File: src/rtl/alu_pkg.sv
// Shared ALU-side definitions: opcode values, default opcode width, assembler FSM states.
// Latency: n/a (declarations only).
// Backpressure: n/a.
package alu_pkg;

  localparam int ALU_OPP_WIDTH_DFLT = 2;

  localparam int OPP_SUM  = 0;
  localparam int OPP_MULT = 1;
  localparam int OPP_DIV  = 2;

  typedef enum logic [1:0] {
    ST_IDLE  = 2'd0,
    ST_GET_A = 2'd1,
    ST_GET_B = 2'd2,
    ST_ISSUE = 2'd3
  } state_t;

endpackage

File: src/rtl/alu_idle_timer.sv
// Idle-cycle counter for the frame timeout; flags when TIMEOUT_CYCLES-1 idle cycles have elapsed.
// Latency: o_expired is combinational from the count register.
// Backpressure: none; i_clr has priority over i_en.
// Ports: aclk/aresetn clock and sync active-low reset; i_clr zeroes the count; i_en counts one cycle;
//        o_expired high while the count sits at TIMEOUT_CYCLES-1.
module alu_idle_timer #(
  parameter int TIMEOUT_CYCLES = 1000000
) (
  input  logic aclk,
  input  logic aresetn,
  input  logic i_clr,
  input  logic i_en,
  output logic o_expired
);

  localparam int TW = (TIMEOUT_CYCLES > 1) ? $clog2(TIMEOUT_CYCLES) : 1;
  localparam logic [TW-1:0] LAST = TW'(TIMEOUT_CYCLES - 1);

  logic [TW-1:0] r_cnt;

  // Saturates at LAST so a missed clear can never wrap into a false restart.
  always_ff @(posedge aclk) begin
    if (!aresetn) begin
      r_cnt <= '0;
    end else if (i_clr) begin
      r_cnt <= '0;
    end else if (i_en && (r_cnt != LAST)) begin
      r_cnt <= r_cnt + 1'b1;
    end
  end

  assign o_expired = (r_cnt == LAST);

endmodule

File: src/rtl/alu_task_assembler.sv
// Assembles opcode + A + B ALU tasks from a byte stream (operands LSB-first) and holds each until accepted.
// Latency: task valid 1 clock after the last B byte is accepted.
// Backpressure: byte tready low while a task waits in ISSUE; task held until m_axis_a_tvalid & tready.
// Ports: aclk/aresetn clock and sync active-low reset; s_axis_byte_* incoming frame bytes;
//        m_alu_opp/m_axis_a_*/m_axis_b_tdata outgoing task (B qualified by A's valid);
//        o_frame_err pulse on a dropped bad opcode byte; o_timeout pulse on a discarded partial frame.
module alu_task_assembler
  import alu_pkg::*;
#(
  parameter int DATA_WIDTH     = 64,
  parameter int ALU_OPP_WIDTH  = ALU_OPP_WIDTH_DFLT,
  parameter int TIMEOUT_CYCLES = 1000000
) (
  input  logic                     aclk,
  input  logic                     aresetn,
  input  logic [7:0]               s_axis_byte_tdata,
  input  logic                     s_axis_byte_tvalid,
  output logic                     s_axis_byte_tready,
  output logic [ALU_OPP_WIDTH-1:0] m_alu_opp,
  output logic [DATA_WIDTH-1:0]    m_axis_a_tdata,
  output logic                     m_axis_a_tvalid,
  input  logic                     m_axis_a_tready,
  output logic [DATA_WIDTH-1:0]    m_axis_b_tdata,
  output logic                     o_frame_err,
  output logic                     o_timeout
);

  localparam int NB = DATA_WIDTH / 8;
  localparam int CW = (NB > 1) ? $clog2(NB) : 1;
  localparam logic [CW-1:0] CNT_LAST = CW'(NB - 1);

  state_t                   r_state;
  state_t                   w_state_nxt;
  logic [CW-1:0]            r_cnt;
  logic [ALU_OPP_WIDTH-1:0] r_opp;
  logic [DATA_WIDTH-1:0]    r_a;
  logic [DATA_WIDTH-1:0]    r_b;
  logic [ALU_OPP_WIDTH-1:0] r_out_opp;
  logic [DATA_WIDTH-1:0]    r_out_a;
  logic [DATA_WIDTH-1:0]    r_out_b;
  logic                     r_out_vld;
  logic                     r_frame_err;
  logic                     r_timeout;

  logic                     w_acc;
  logic                     w_op_ok;
  logic                     w_last;
  logic                     w_in_get;
  logic                     w_expired;
  logic                     w_timeout;
  logic                     w_hs;
  logic [DATA_WIDTH-1:0]    w_a_ins;
  logic [DATA_WIDTH-1:0]    w_b_ins;

  // Gated by reset so upstream never sees a handshake while we are held in reset.
  assign s_axis_byte_tready = aresetn & (r_state != ST_ISSUE);

  assign w_acc    = s_axis_byte_tvalid & s_axis_byte_tready;
  assign w_op_ok  = ((s_axis_byte_tdata >> ALU_OPP_WIDTH) == 8'd0) &&
                    (s_axis_byte_tdata <= 8'(OPP_DIV));
  assign w_last   = (r_cnt == CNT_LAST);
  assign w_in_get = (r_state == ST_GET_A) || (r_state == ST_GET_B);
  // An accepted byte on the expiry cycle keeps the frame alive.
  assign w_timeout = w_in_get & w_expired & ~w_acc;
  assign w_hs      = r_out_vld & m_axis_a_tready;

  // Timer only runs inside a frame; any accepted byte or leaving GET_* restarts it.
  alu_idle_timer #(
    .TIMEOUT_CYCLES (TIMEOUT_CYCLES)
  ) u_idle_timer (
    .aclk      (aclk),
    .aresetn   (aresetn),
    .i_clr     (w_acc | ~w_in_get),
    .i_en      (w_in_get),
    .o_expired (w_expired)
  );

  // Current byte merged into its operand lane, indexed by the byte counter.
  always_comb begin
    w_a_ins = r_a;
    w_b_ins = r_b;
    w_a_ins[8*r_cnt +: 8] = s_axis_byte_tdata;
    w_b_ins[8*r_cnt +: 8] = s_axis_byte_tdata;
  end

  always_ff @(posedge aclk) begin
    if (!aresetn) begin
      r_state <= ST_IDLE;
    end else begin
      r_state <= w_state_nxt;
    end
  end

  always_comb begin
    w_state_nxt = r_state;
    case (r_state)
      ST_IDLE: begin
        if (w_acc && w_op_ok) w_state_nxt = ST_GET_A;
      end
      ST_GET_A: begin
        if (w_acc && w_last) w_state_nxt = ST_GET_B;
        else if (w_timeout)  w_state_nxt = ST_IDLE;
      end
      ST_GET_B: begin
        if (w_acc && w_last) w_state_nxt = ST_ISSUE;
        else if (w_timeout)  w_state_nxt = ST_IDLE;
      end
      ST_ISSUE: begin
        if (w_hs) w_state_nxt = ST_IDLE;
      end
      default: w_state_nxt = ST_IDLE;
    endcase
  end

  always_ff @(posedge aclk) begin
    if (!aresetn) begin
      r_cnt       <= '0;
      r_opp       <= '0;
      r_a         <= '0;
      r_b         <= '0;
      r_out_opp   <= '0;
      r_out_a     <= '0;
      r_out_b     <= '0;
      r_out_vld   <= 1'b0;
      r_frame_err <= 1'b0;
      r_timeout   <= 1'b0;
    end else begin
      r_frame_err <= (r_state == ST_IDLE) && w_acc && !w_op_ok;
      r_timeout   <= w_timeout;
      case (r_state)
        ST_IDLE: begin
          if (w_acc && w_op_ok) begin
            r_opp <= s_axis_byte_tdata[ALU_OPP_WIDTH-1:0];
            r_a   <= '0;
            r_b   <= '0;
            r_cnt <= '0;
          end
        end
        ST_GET_A: begin
          if (w_acc) begin
            r_a   <= w_a_ins;
            r_cnt <= w_last ? '0 : r_cnt + 1'b1;
          end else if (w_timeout) begin
            r_cnt <= '0;
          end
        end
        ST_GET_B: begin
          if (w_acc) begin
            r_b   <= w_b_ins;
            r_cnt <= w_last ? '0 : r_cnt + 1'b1;
            // Final B byte goes straight into the output register so valid rises next cycle.
            if (w_last) begin
              r_out_vld <= 1'b1;
              r_out_opp <= r_opp;
              r_out_a   <= r_a;
              r_out_b   <= w_b_ins;
            end
          end else if (w_timeout) begin
            r_cnt <= '0;
          end
        end
        ST_ISSUE: begin
          if (w_hs) r_out_vld <= 1'b0;
        end
        default: r_cnt <= '0;
      endcase
    end
  end

  assign m_alu_opp       = r_out_opp;
  assign m_axis_a_tdata  = r_out_a;
  assign m_axis_b_tdata  = r_out_b;
  assign m_axis_a_tvalid = r_out_vld;
  assign o_frame_err     = r_frame_err;
  assign o_timeout       = r_timeout;

endmodule
File: config.mk
export PLATFORM = sky130hd
export DESIGN_NAME = alu_task_assembler
export DESIGN_NICKNAME = d
export VERILOG_FILES = /design/src/rtl/alu_pkg.sv /design/src/rtl/alu_idle_timer.sv /design/src/rtl/alu_task_assembler.sv
export SDC_FILE = /design/constraint.sdc
export NUM_CORES = 1
export LEC_CHECK = 0
export BUFFER_PORTS_ARGS = -buffer_cell sky130_fd_sc_hd__buf_4
export CORE_MARGIN = 2
export CORE_UTILIZATION = 44
export CTS_BUF_LIST = sky130_fd_sc_hd__clkbuf_4
export CTS_CLUSTER_SIZE = 28
export DETAILED_ROUTE_END_ITERATION = 8
export GPL_TIMING_DRIVEN = 0
export PLACE_DENSITY = 0.66
export SETUP_SLACK_MARGIN = 0.3
export SLEW_MARGIN = 20
export SYNTH_ARGS = -nofsm -noshare
export SYNTH_HDL_FRONTEND = slang
export SYNTH_SLANG_ARGS = --single-unit
File: constraint.sdc
create_clock -name aclk -period 2.2 [get_ports aclk]
set_input_delay 0.33 -clock aclk [delete_from_list [all_inputs] [get_ports aclk]]
set_output_delay 0.33 -clock aclk [all_outputs]
set_load 0.01 [all_outputs]
After elaboration in Yosys (flattened, before gate mapping)
Index checks and enable logic that the tools add are counted.
Storage, ports and cells
  register bits after elaboration: 288
  latch bits: 0
  input bits: 12
  word-level logic and storage cells: 85
  output and inout port bits: 134
  bits in read-only memories: 0
  RAM bits: 0
  memories: 0
Operators by class
  bitwise gates (word level): 9
  multiply operators: 0
  $add $sub $neg: 3
  $lt $le $gt $ge: 1
  equal/unequal tests: 13
  shifts and indexed selects: 2
  multiplexer cells: 22
  reductions and logical operators: 23
  div/mod/pow operators: 0
Operators by type and width (count)
  $pmux 64 s2: 2
  $mux 64: 3
  $bwmux 64: 2
  $shift 8x34->64 const A: 1
  $shiftx 8x34->64: 1
  $neg 6->34: 1
  $add 20x1->20 const B: 1
  $eq 20x20->1 const B: 1
  $ne 20x20->1 const B: 1
  $mux 3: 4
  $ne 2x2->1 const B: 6
  $reduce_and 3->1: 4
  $mux 2: 5
  $le 8x2->1 const B: 1
  $logic_not 8->1: 1
  $pmux 2 s4: 1
  $reduce_bool 2->1: 4
  $logic_and 1x1->1: 6
  $pmux 3 s2: 1
  $and 1x1->1: 5
  $eq 2x2->1 const B: 2
  $reduce_and 2->1: 2
  $reduce_and 4->1: 1
  $reduce_or 2->1: 2
  11 further kinds: 15

Longest topological paths before layout
Gate-level depths: netlist (run 1).
  depth in word-level cells: 8
  gate-level depth with buffers: 9
  depth with buffers taken out: 8

Modules after synthesis
Synthesis (run 1) repeated with hierarchy kept, for this count alone.
Unflattened totals
  cell total of the unflattened synthesis: 1270
  area total of the unflattened synthesis: 10941.7 µm²
By module, submodules not included
  alu_task_assembler: seq. area each 5365.1 µm², cells an instance 1156, instances 1, area each 9979.6 µm²
  alu_idle_timer: seq. area each 400.4 µm², cells an instance 114, instances 1, area each 962.2 µm²

Least setup slack after synthesis (run 1)
Ideal clock, no wire load.
  kind: flip-flop to flip-flop
  start point: reg r_cnt[0]
  end point: reg r_out_b[40] (netlist: m_axis_b_tdata[40])
  buffers on the path: 3
  arrival: 2.282 ns
  stages on the path, launching flop included: 10
  setup time: 0.132 ns
  path slack: -0.214 ns
  clock period less this slack: 2.414 ns
  data required time: 2.068 ns
  cell sequence: dfxtp_1 inv_1 ha_1 ha_1 clkbuf_1 or3b_2 buf_2 buf_2 a211oi_1 nor3_1
Between the ends
  cells in the longest elaborated chain, start to end: 3
  elaborated cells between the ends (all ways): 6
  classes of those cells: add/sub (1); eq/ne (1); shift (2); mux (1); reduce/logical (1)
Ends and longest elaborated chain
  start: declaration: line alu_task_assembler.sv:34  | logic [CW-1:0] r_cnt;
  start signal: assignment: line alu_task_assembler.sv:142  | r_cnt <= w_last ? '0 : r_cnt + 1'b1;
  start signal: assignment: line alu_task_assembler.sv:150  | r_cnt <= w_last ? '0 : r_cnt + 1'b1;
  $neg 6->34: line alu_task_assembler.sv:83  | w_b_ins[8*r_cnt +: 8] = s_axis_byte_tdata;
  $shiftx 8x34->64 or $shift 8x34->64 (tied branches): line alu_task_assembler.sv:83
  $bwmux 64: line alu_task_assembler.sv:83
  end signal: assignment: line alu_task_assembler.sv:156  | r_out_b <= w_b_ins;
  end: declaration: line alu_task_assembler.sv:40  | logic [DATA_WIDTH-1:0] r_out_b;
Parallel ways exist; a longest one is shown, timed or not.
A chain may end at the register's enable or synchronous reset.

Worst setup path in the final report (run 1)
  start point: reg r_cnt[0]
  end point: reg r_out_b[43] (netlist: m_axis_b_tdata[43])
The elaborated chain is that of the path after synthesis.

==> results of run 1 <==
## routing by layer
layer,GRT usage [%],wire [um],up-vias
met2,43.67,19050,707
li1,-,-,5250
met3,5.801,4104,192
met4,14.35,2322,0
met5,0,0,-
met1,36.47,16620,5567
## flip-flops by register name, summed over array words and instances, names as in the netlist
signal and flops:
r_state 2, r_b 64, o_frame_err 1, r_a 64
m_axis_a_tvalid 1, m_axis_b_tdata 64, u_idle_timer.r_cnt 20, m_axis_a_tdata 64
r_opp 2, m_alu_opp 2, o_timeout 1, r_cnt 3
## timing repair
item,4_1_cts,5_1_grt
hold buffers,5,0
hold endpoints to repair,24,0
endpoints found under the setup margin,285,286
resized for setup,169,229
pin swaps,35,108
cloned,4,6
setup buffers,48,37
## worst paths after layout
check	end	cells after the start
hold / removal	m_axis_b_tdata[1]	3
setup / recovery	m_axis_b_tdata[43]	9
hold reg to reg	m_axis_a_tdata[22]	2
setup reg to reg	m_axis_b_tdata[43]	9
## logic make-up after synthesis
kind of cell               after synthesis  synth area share, %
AOI/OAI and AO/OA                      305                19.81
xor gates and xnor gates                18                1.391
adders and majority gates               10                1.104
buffers and inverters                  106                4.516
DFF                                    288                50.88
muxes                                    4               0.3644
and+or+nand+nor                        568                21.93
## final cells by class
| type | instances | share of cell area, % |
|---|---|---|
| diodes | 1 | 0.01524 |
| well taps | 330 | 2.515 |
| multi-input cells | 905 | 38.17 |
| clock inverters | 18 | 0.5792 |
| clock buffers | 110 | 5.030 |
| plain buffers | 95 | 5.129 |
| inverters | 11 | 0.3429 |
| repair buffers | 238 | 13.02 |
| flip-flops and latches | 288 | 35.20 |
## report_power, final
group          total (uW)  internal (uW)  switching (uW)
clock                4550           2310            2240
sequential           5210           5210           0.509
combinational         325           76.1             249
total               10100           7590            2490
## critical path, cell delays in order, from the launching register on
cell,delay (ps)
dfxtp_4,370
inv_4,40
ha_4,160
ha_4,230
clkbuf_16,150
or3b_4,390
buf_8,160
buf_12,150
a211oi_4,270
nor3_2,70
## layout by cell type, fill, tap and decap left out, types with 21 or more instances in the layout
cell / synthesis / final
a21oi_1: 73 / 71
a311oi_1: 45 / 23
a311oi_2: 0 / 22
a32o_1: 28 / 28
buf_4: 4 / 201
buf_6: 4 / 44
clkbuf_1: 52 / 32
clkbuf_4: 0 / 117
dfxtp_1: 288 / 283
nand2_1: 336 / 299
nand2_2: 2 / 21
nand2_4: 6 / 21
nor2_1: 125 / 109
nor3_1: 28 / 22
o22ai_1: 66 / 35
o22ai_2: 0 / 31
## through the flow
stage                     hold slack, ps  total power, uW  utilization (%)  TNS [ps]  area [sq um]
after floorplan                    431.3             5474                -         0         11480
after global placement             445.2             5580            51.19    -24220         12930
after detailed placement           447.6             5580            51.22    -27330         12930
after CTS                         -26.53            10050            59.47         0         15020
after global routing              -13.05            10430            65.01         0         16420
final                              7.353            10080            65.01         0         16420
==> impl_results.html, run 1 <==
<table>
<tr><th>Metric</th><th>Value</th></tr>
<tr><th colspan="2">Timing</th></tr>
<tr><td>Post-route setup slack</td><td>44.31 ps</td></tr>
<tr><td>Final clock skew</td><td>48.60 ps</td></tr>
<tr><td>Total of endpoints with negative setup slack in the final report</td><td>0</td></tr>
<tr><td>Final critical-path required period</td><td>2156 ps</td></tr>
<tr><td>Slew Limit Fails</td><td>0</td></tr>
<tr><td>FMAX</td><td>463.9 MHz</td></tr>
<tr><td>Relative slew margins</td><td>38.30%</td></tr>
<tr><td>Unrepaired setup endpoints after global routing</td><td>true</td></tr>
<tr><td>Final clock period utilization by the worst path</td><td>97.99%</td></tr>
<tr><td>Slew of the pin with the lowest slew margin</td><td>925.5 ps</td></tr>
<tr><td>Number of failing hold endpoints at the final stage</td><td>0</td></tr>
<tr><th colspan="2">Setup path</th></tr>
<tr><td>Maximum net fanout on the critical path</td><td>6</td></tr>
<tr><td>Start point of the critical path</td><td>r_cnt[0]</td></tr>
<tr><td>Crit path kind</td><td>reg2reg</td></tr>
<tr><td>Register-to-register setup slack</td><td>40 ps</td></tr>
<tr><td>Data required time of the critical path</td><td>2770 ps</td></tr>
<tr><td>Beginning of the worst register-to-register path</td><td>r_cnt[0]</td></tr>
<tr><td>Worst setup SP type</td><td>register</td></tr>
<tr><td>Worst path arrival time</td><td>2730 ps</td></tr>
<tr><td>Worst Setup End Kind</td><td>register</td></tr>
<tr><th colspan="2">Yosys</th></tr>
<tr><td>Synthesized area per cell</td><td>8.723 sq um</td></tr>
<tr><td>Cell count after synthesis</td><td>1299</td></tr>
<tr><td>Number of warnings reported in the yosys synthesis log</td><td>0</td></tr>
<tr><td>Fraction of post-synthesis cell area in the top cell type by area</td><td>50.88%</td></tr>
<tr><td>Synth cell count leaders</td><td>nand2_1 (336), dfxtp_1 (288), nor2_1 (125)</td></tr>
<tr><td>Count of distinct cell types in the synthesized netlist</td><td>67</td></tr>
<tr><td>Number of synthesized flops with an enable pin</td><td>0</td></tr>
<tr><td>Synthesized Nets</td><td>1321</td></tr>
<tr><td>Cell type with the highest aggregate area in the netlist</td><td>dfxtp_1</td></tr>
<tr><td>Top FF cell, synth</td><td>dfxtp_1</td></tr>
<tr><td>Share of synthesized registers carrying an async set or reset</td><td>0%</td></tr>
<tr><td>Top-count cell post-synth</td><td>nand2_1</td></tr>
<tr><td>Sequential-to-total area share from yosys stat</td><td>50.88%</td></tr>
<tr><td>Number of flip-flops and latches in the synthesized netlist</td><td>288</td></tr>
<tr><td>Syn Std Cell Area</td><td>11330 sq um</td></tr>
<tr><td>Largest cells by area after synthesis</td><td>dfxtp_1 (51%), nand2_1 (11%), nor2_1 (4.1%), o22ai_1 (3.6%), a311oi_1 (3.5%)</td></tr>
<tr><th colspan="2">Global route</th></tr>
<tr><td>Antenna violations before repair</td><td>1</td></tr>
<tr><td>First-pass GRT wire length</td><td>58070 um</td></tr>
<tr><td>Maximum number of pins on one net before global-route repair</td><td>13</td></tr>
<tr><td>Vias in the first global route</td><td>10.61k</td></tr>
<tr><td>Global route total overflow</td><td>0</td></tr>
<tr><td>GRT Overall Usage</td><td>27.91%</td></tr>
<tr><th colspan="2">Clock tree</th></tr>
<tr><td>Insertion delay to the later sink of the worst-skew pair</td><td>740 ps</td></tr>
<tr><td>Clock buffer count from CTS</td><td>75</td></tr>
<tr><td>Sink count of the clock tree</td><td>288</td></tr>
<tr><td>CTS tree</td><td>yes</td></tr>
<tr><td>Clk slew on worst S/H paths</td><td>70 ps</td></tr>
<tr><td>CTS Buffer Depth</td><td>3</td></tr>
<tr><td>Clock H-tree levels</td><td>3</td></tr>
<tr><td>Clk root buf</td><td>clkbuf_4</td></tr>
<tr><th colspan="2">Detailed routing</th></tr>
<tr><td>Post-detailed-route count of antenna-violating nets</td><td>0</td></tr>
<tr><td>Iteration count of the initial detailed-routing pass</td><td>6</td></tr>
<tr><td>Routed wire length</td><td>42100 um</td></tr>
<tr><td>1st-iter DRT viols</td><td>1169</td></tr>
<tr><td>Vias per cell</td><td>5.870</td></tr>
<tr><td>Total via count in the routed design</td><td>11.72k</td></tr>
<tr><td>Post-route DRC violation count</td><td>0</td></tr>
<tr><td>Wire per inst</td><td>21.09 um</td></tr>
<tr><th colspan="2">Run</th></tr>
<tr><td>Max-capacitance violation count</td><td>0</td></tr>
<tr><th colspan="2">Placement</th></tr>
<tr><td>Count of port buffers added during placement</td><td>138</td></tr>
<tr><td>GP Congestion</td><td>0.9231</td></tr>
<tr><td>Setup Slack @ Placement</td><td>-676.8 ps</td></tr>
<tr><td>Total half-perimeter wirelength after legalization and detailed placement</td><td>25640 um</td></tr>
<tr><td>Placed cells</td><td>1767</td></tr>
<tr><th colspan="2">Cells and area</th></tr>
<tr><td>Fillcell total</td><td>1974</td></tr>
<tr><td>Share of layout cells above drive strength 1</td><td>37.90%</td></tr>
<tr><td>Area taken by flip-flops and latches</td><td>5779 sq um</td></tr>
<tr><td>Area taken by multi-input logic gates</td><td>6267 sq um</td></tr>
<tr><td>Final cell count without fillers</td><td>1996</td></tr>
<tr><td>Area grow syn2layout</td><td>44.90%</td></tr>
<tr><td>Total number of nets in the final design</td><td>1636</td></tr>
<tr><th colspan="2">Power</th></tr>
<tr><td>Cell Pwr Density</td><td>614.0 nW/um^2</td></tr>
<tr><td>Largest voltage drop on the vdd net</td><td>0.4648 mV</td></tr>
<tr><td>Static power due to leakage</td><td>0.006098 uW</td></tr>
<tr><th colspan="2">Floorplanning</th></tr>
<tr><td>Die footprint</td><td>27050 sq um</td></tr>
<tr><td>Core Area</td><td>25250 sq um</td></tr>
<tr><td>Number of primary I/O pins</td><td>146</td></tr>
<tr><td>Count of standard-cell rows</td><td>58</td></tr>
<tr><td>Die Ht</td><td>164.5 um</td></tr>
<tr><td>Initial core utilization</td><td>44.87%</td></tr>
<tr><td>Chip width</td><td>164.5 um</td></tr>
<tr><th colspan="2">Min path</th></tr>
<tr><td>Tightest Hold Check Type</td><td>in2reg</td></tr>
<tr><td>Hold Crit Start</td><td>s_axis_byte_tdata[1]</td></tr>
<tr><th colspan="2">Run status</th></tr>
<tr><td>Outcome</td><td>finished clean</td></tr>
</table>
Note: power is estimated with default switching activity, not from simulation.
==> run 2, diff against run 1 <==
--- a/config.mk
+++ b/config.mk
@@ -12,7 +12,7 @@
 export CTS_CLUSTER_SIZE = 28
 export DETAILED_ROUTE_END_ITERATION = 8
 export GPL_TIMING_DRIVEN = 0
-export PLACE_DENSITY = 0.66
+export PLACE_DENSITY = 0.67
 export SETUP_SLACK_MARGIN = 0.3
 export SLEW_MARGIN = 20
 export SYNTH_ARGS = -nofsm -noshare
==> run 2 against run 1 <==
  * The flow now finishes with violations (setup timing)
  * Combinational power rose by 14%
  * Wire length rose by 21%
  * Highest routed layer unchanged
  * Register-to-register slack got worse by 170 ps
  * Clock-buffer cell count rose by 3
  * First-iteration DRC count rose by 45%
  * Critical path depth fell by 2
==> impl_results.html, run 2 (synthesized netlist as in run 1, its figures left out) <==
<table>
<tr><th>Metric</th><th>Value</th></tr>
<tr><th colspan="2">Run status</th></tr>
<tr><td>Outcome</td><td>complete, but fails checks</td></tr>
<tr><td>Violated checks</td><td>setup timing</td></tr>
<tr><th colspan="2">Global route</th></tr>
<tr><td>Most Crowded Layer GR</td><td>met2</td></tr>
<tr><td>Met2 layer usage reported by global route</td><td>45.83% (+2.2 points)</td></tr>
<tr><td>Vias in the first global route</td><td>11.04k (+4.1%)</td></tr>
<tr><td>Global routing met3 resource utilization</td><td>7.308% (+1.5 points)</td></tr>
<tr><td>Antenna violations before repair</td><td>1 (unchanged)</td></tr>
<tr><td>Global route total overflow</td><td>0 (unchanged)</td></tr>
<tr><td>First-pass GRT wire length</td><td>61040 um (+5.1%)</td></tr>
<tr><td>GRT Overall Usage</td><td>29.48% (+1.6 points)</td></tr>
<tr><td>Maximum number of pins on one net before global-route repair</td><td>13 (unchanged)</td></tr>
<tr><td>Global-route track usage on met1</td><td>36.96% (+0.49 points)</td></tr>
<tr><th colspan="2">Cells and area</th></tr>
<tr><td>Area taken by flip-flops and latches</td><td>5779 sq um (unchanged)</td></tr>
<tr><td>Fillcell total</td><td>1662 (-16%)</td></tr>
<tr><td>Area taken by multi-input logic gates</td><td>6937 sq um (+11%)</td></tr>
<tr><td>Most frequent standard cell in the layout excluding fill and tap cells</td><td>dfxtp_1</td></tr>
<tr><td>Total number of nets in the final design</td><td>1681 (+2.8%)</td></tr>
<tr><td>Commonest cells after routing, fill and taps aside</td><td>dfxtp_1 (283), nand2_1 (264), buf_4 (211)</td></tr>
<tr><td>Final cell count without fillers</td><td>2044 (+2.4%)</td></tr>
<tr><td>Final Cell Area</td><td>17960 sq um (+9.4%)</td></tr>
<tr><td>Area grow syn2layout</td><td>58.47%</td></tr>
<tr><td>Share of layout cells above drive strength 1</td><td>46.55% (+8.7 points)</td></tr>
<tr><th colspan="2">Floorplanning</th></tr>
<tr><td>Number of primary I/O pins</td><td>146 (unchanged)</td></tr>
<tr><td>Core Area</td><td>25250 sq um (unchanged)</td></tr>
<tr><td>Initial core utilization</td><td>44.87% (unchanged)</td></tr>
<tr><td>Die footprint</td><td>27050 sq um (unchanged)</td></tr>
<tr><td>Chip width</td><td>164.5 um (unchanged)</td></tr>
<tr><td>Count of standard-cell rows</td><td>58 (unchanged)</td></tr>
<tr><td>Die Ht</td><td>164.5 um (unchanged)</td></tr>
<tr><th colspan="2">Clock tree</th></tr>
<tr><td>Sink count of the clock tree</td><td>288 (unchanged)</td></tr>
<tr><td>CTS tree</td><td>yes</td></tr>
<tr><td>Insertion delay to the later sink of the worst-skew pair</td><td>780 ps (+40 ps)</td></tr>
<tr><td>Clk root buf</td><td>clkbuf_4</td></tr>
<tr><td>Clock buffer count from CTS</td><td>77 (+2.7%)</td></tr>
<tr><td>Clock H-tree levels</td><td>3 (unchanged)</td></tr>
<tr><td>CTS Buffer Depth</td><td>3 (unchanged)</td></tr>
<tr><td>Clk slew on worst S/H paths</td><td>80 ps (about the same)</td></tr>
<tr><th colspan="2">Placement</th></tr>
<tr><td>Placed cells</td><td>1767 (unchanged)</td></tr>
<tr><td>Setup Slack @ Placement</td><td>-694.7 ps (-17.83 ps)</td></tr>
<tr><td>Count of port buffers added during placement</td><td>138 (unchanged)</td></tr>
<tr><td>Total half-perimeter wirelength after legalization and detailed placement</td><td>25530 um (-0.44%)</td></tr>
<tr><td>Total cell area at the placement stage</td><td>12930 sq um (unchanged)</td></tr>
<tr><td>GP Congestion</td><td>0.9400 (+1.8%)</td></tr>
<tr><th colspan="2">Timing</th></tr>
<tr><td>Total of endpoints with negative setup slack in the final report</td><td>23 (+23)</td></tr>
<tr><td>Slew Limit Fails</td><td>0 (unchanged)</td></tr>
<tr><td>Relative slew margins</td><td>29.33% (-9.0 points)</td></tr>
<tr><td>Final critical-path required period</td><td>2391 ps (+235.0 ps)</td></tr>
<tr><td>Unrepaired setup endpoints after global routing</td><td>true</td></tr>
<tr><td>Final clock period utilization by the worst path</td><td>108.7% (+11 points)</td></tr>
<tr><td>Hold slack</td><td>7.929 ps (+0.5764 ps)</td></tr>
<tr><td>Slew of the pin with the lowest slew margin</td><td>1060 ps (+134.5 ps)</td></tr>
<tr><td>TNS Setup</td><td>-1366 ps (-1366 ps)</td></tr>
<tr><td>FMAX</td><td>418.3 MHz (-9.8%)</td></tr>
<tr><td>Number of failing hold endpoints at the final stage</td><td>0 (unchanged)</td></tr>
<tr><td>Final clock skew</td><td>104.1 ps (+55.55 ps)</td></tr>
<tr><td>Post-route setup slack</td><td>-190.7 ps (-235.0 ps)</td></tr>
<tr><th colspan="2">Setup path</th></tr>
<tr><td>Data required time of the critical path</td><td>1870 ps (-900 ps)</td></tr>
<tr><td>Crit path kind</td><td>in2out</td></tr>
<tr><td>Register-to-register setup slack</td><td>-130 ps (-170 ps)</td></tr>
<tr><td>Start point of the critical path</td><td>aresetn</td></tr>
<tr><td>Worst R2R Path Depth</td><td>11 (+2)</td></tr>
<tr><td>Maximum net fanout on the critical path</td><td>10 (+4)</td></tr>
<tr><td>Worst path arrival time</td><td>2060 ps (-670 ps)</td></tr>
<tr><td>Last element of the critical path</td><td>s_axis_byte_tready</td></tr>
<tr><td>Worst Setup End Kind</td><td>output pin</td></tr>
<tr><td>Beginning of the worst register-to-register path</td><td>r_cnt[0]</td></tr>
<tr><td>Destination of the worst register-to-register timing path</td><td>r_a[29]</td></tr>
<tr><td>Worst setup SP type</td><td>input pin</td></tr>
<tr><th colspan="2">Detailed routing</th></tr>
<tr><td>1st-iter DRT viols</td><td>1694 (+45%)</td></tr>
<tr><td>Total via count in the routed design</td><td>12.94k (+10%)</td></tr>
<tr><td>Post-route DRC violation count</td><td>0 (unchanged)</td></tr>
<tr><td>Routed wire length</td><td>51050 um (+21%)</td></tr>
<tr><td>Vias per cell</td><td>6.330 (+7.8%)</td></tr>
<tr><td>Wire per inst</td><td>24.98 um (+18%)</td></tr>
<tr><td>Post-detailed-route count of antenna-violating nets</td><td>0 (unchanged)</td></tr>
<tr><td>Iteration count of the initial detailed-routing pass</td><td>8 (+2)</td></tr>
<tr><th colspan="2">Power</th></tr>
<tr><td>Largest voltage drop on the vdd net</td><td>0.2867 mV (-38%)</td></tr>
<tr><td>Power Internal</td><td>7771 uW (+2.4%)</td></tr>
<tr><td>Net switching power</td><td>2759 uW (+11%)</td></tr>
<tr><td>Cell Pwr Density</td><td>586.4 nW/um^2 (-4.5%)</td></tr>
<tr><td>Static power due to leakage</td><td>0.007042 uW (+15%)</td></tr>
<tr><td>Fraction of power consumed by combinational cells</td><td>3.5% (+0.3 points)</td></tr>
<tr><td>Switching Fraction</td><td>26.20% (+1.5 points)</td></tr>
<tr><td>Portion of total power attributed to sequential cells</td><td>49.5% (-2.2 points)</td></tr>
<tr><td>Proportion of power drawn by the clock network</td><td>47.0% (+1.9 points)</td></tr>
<tr><th colspan="2">Run</th></tr>
<tr><td>Max-capacitance violation count</td><td>0 (unchanged)</td></tr>
<tr><th colspan="2">Min path</th></tr>
<tr><td>Tightest Hold Check Type</td><td>in2reg</td></tr>
</table>
run 2: worst min path at each step:
| stage | slack [ps] | to | cells past startpoint | from |
|---|---|---|---|---|
| 2_1_floorplan | 430 | m_axis_a_tdata[58] | 2 | r_a[58] |
| 3_3_place_gp | 440 | r_b[15] | 2 | r_b[15] |
| 3_5_place_dp | 450 | r_b[15] | 2 | r_b[15] |
| 4_1_cts | 9 | m_axis_b_tdata[9] | 3 | s_axis_byte_tdata[1] |
| 5_1_grt | 20 | m_axis_b_tdata[9] | 3 | s_axis_byte_tdata[1] |
| 6_report | 8 | m_axis_b_tdata[9] | 3 | s_axis_byte_tdata[1] |
run 2: metrics by stage:
stage               util, %  total power [uW]
floorplan                 -              5474
global placement      51.19              5578
detailed placement    51.22              5580
CTS                   61.57             10280
global route          71.09             10770
finish                71.10             10530
run 2: power groups by stage:
stage | Sequential, uW | Combinational, uW | Clock [uW]
global placement | 5330 | 247 | 0
finish | 5210 | 371 | 4950
detailed placement | 5330 | 249 | 0
floorplan | 5330 | 143 | 0
global route | 5210 | 367 | 5200
CTS | 5210 | 288 | 4780
run 2: metal layers:
layer	vias up	share of wire [%]
li1	5353	-
met1	6048	35
met2	1127	43
met3	410	12
met4	0	9.5
met5	-	0
run 2: area by class of cell:
type	count	area share (%)
tap	330	2.299
timing repair inverter	1	0.04181
timing repair buffer	280	15.59
antenna	2	0.02787
clock inverter	19	0.6550
sequential	288	32.19
multi-input combinational	905	38.63
clock buffer	113	4.724
buffer	95	5.554
inverter	11	0.2857
run 2: what timing repair did:
action,4_1_cts,5_1_grt
setup buffers,57,53
pin swaps,55,137
endpoints found under the setup margin,285,273
cloned,9,16
gates resized for setup,223,401
endpoints found under the hold margin,19,0
hold buffers,8,0
run 2: worst max-delay path, stage by stage:
cell,delay [ps]
buf_2,180
inv_1,310
clkbuf_4,380
buf_4,310
clkbuf_4,290
nor2_1,100
buf_4,150
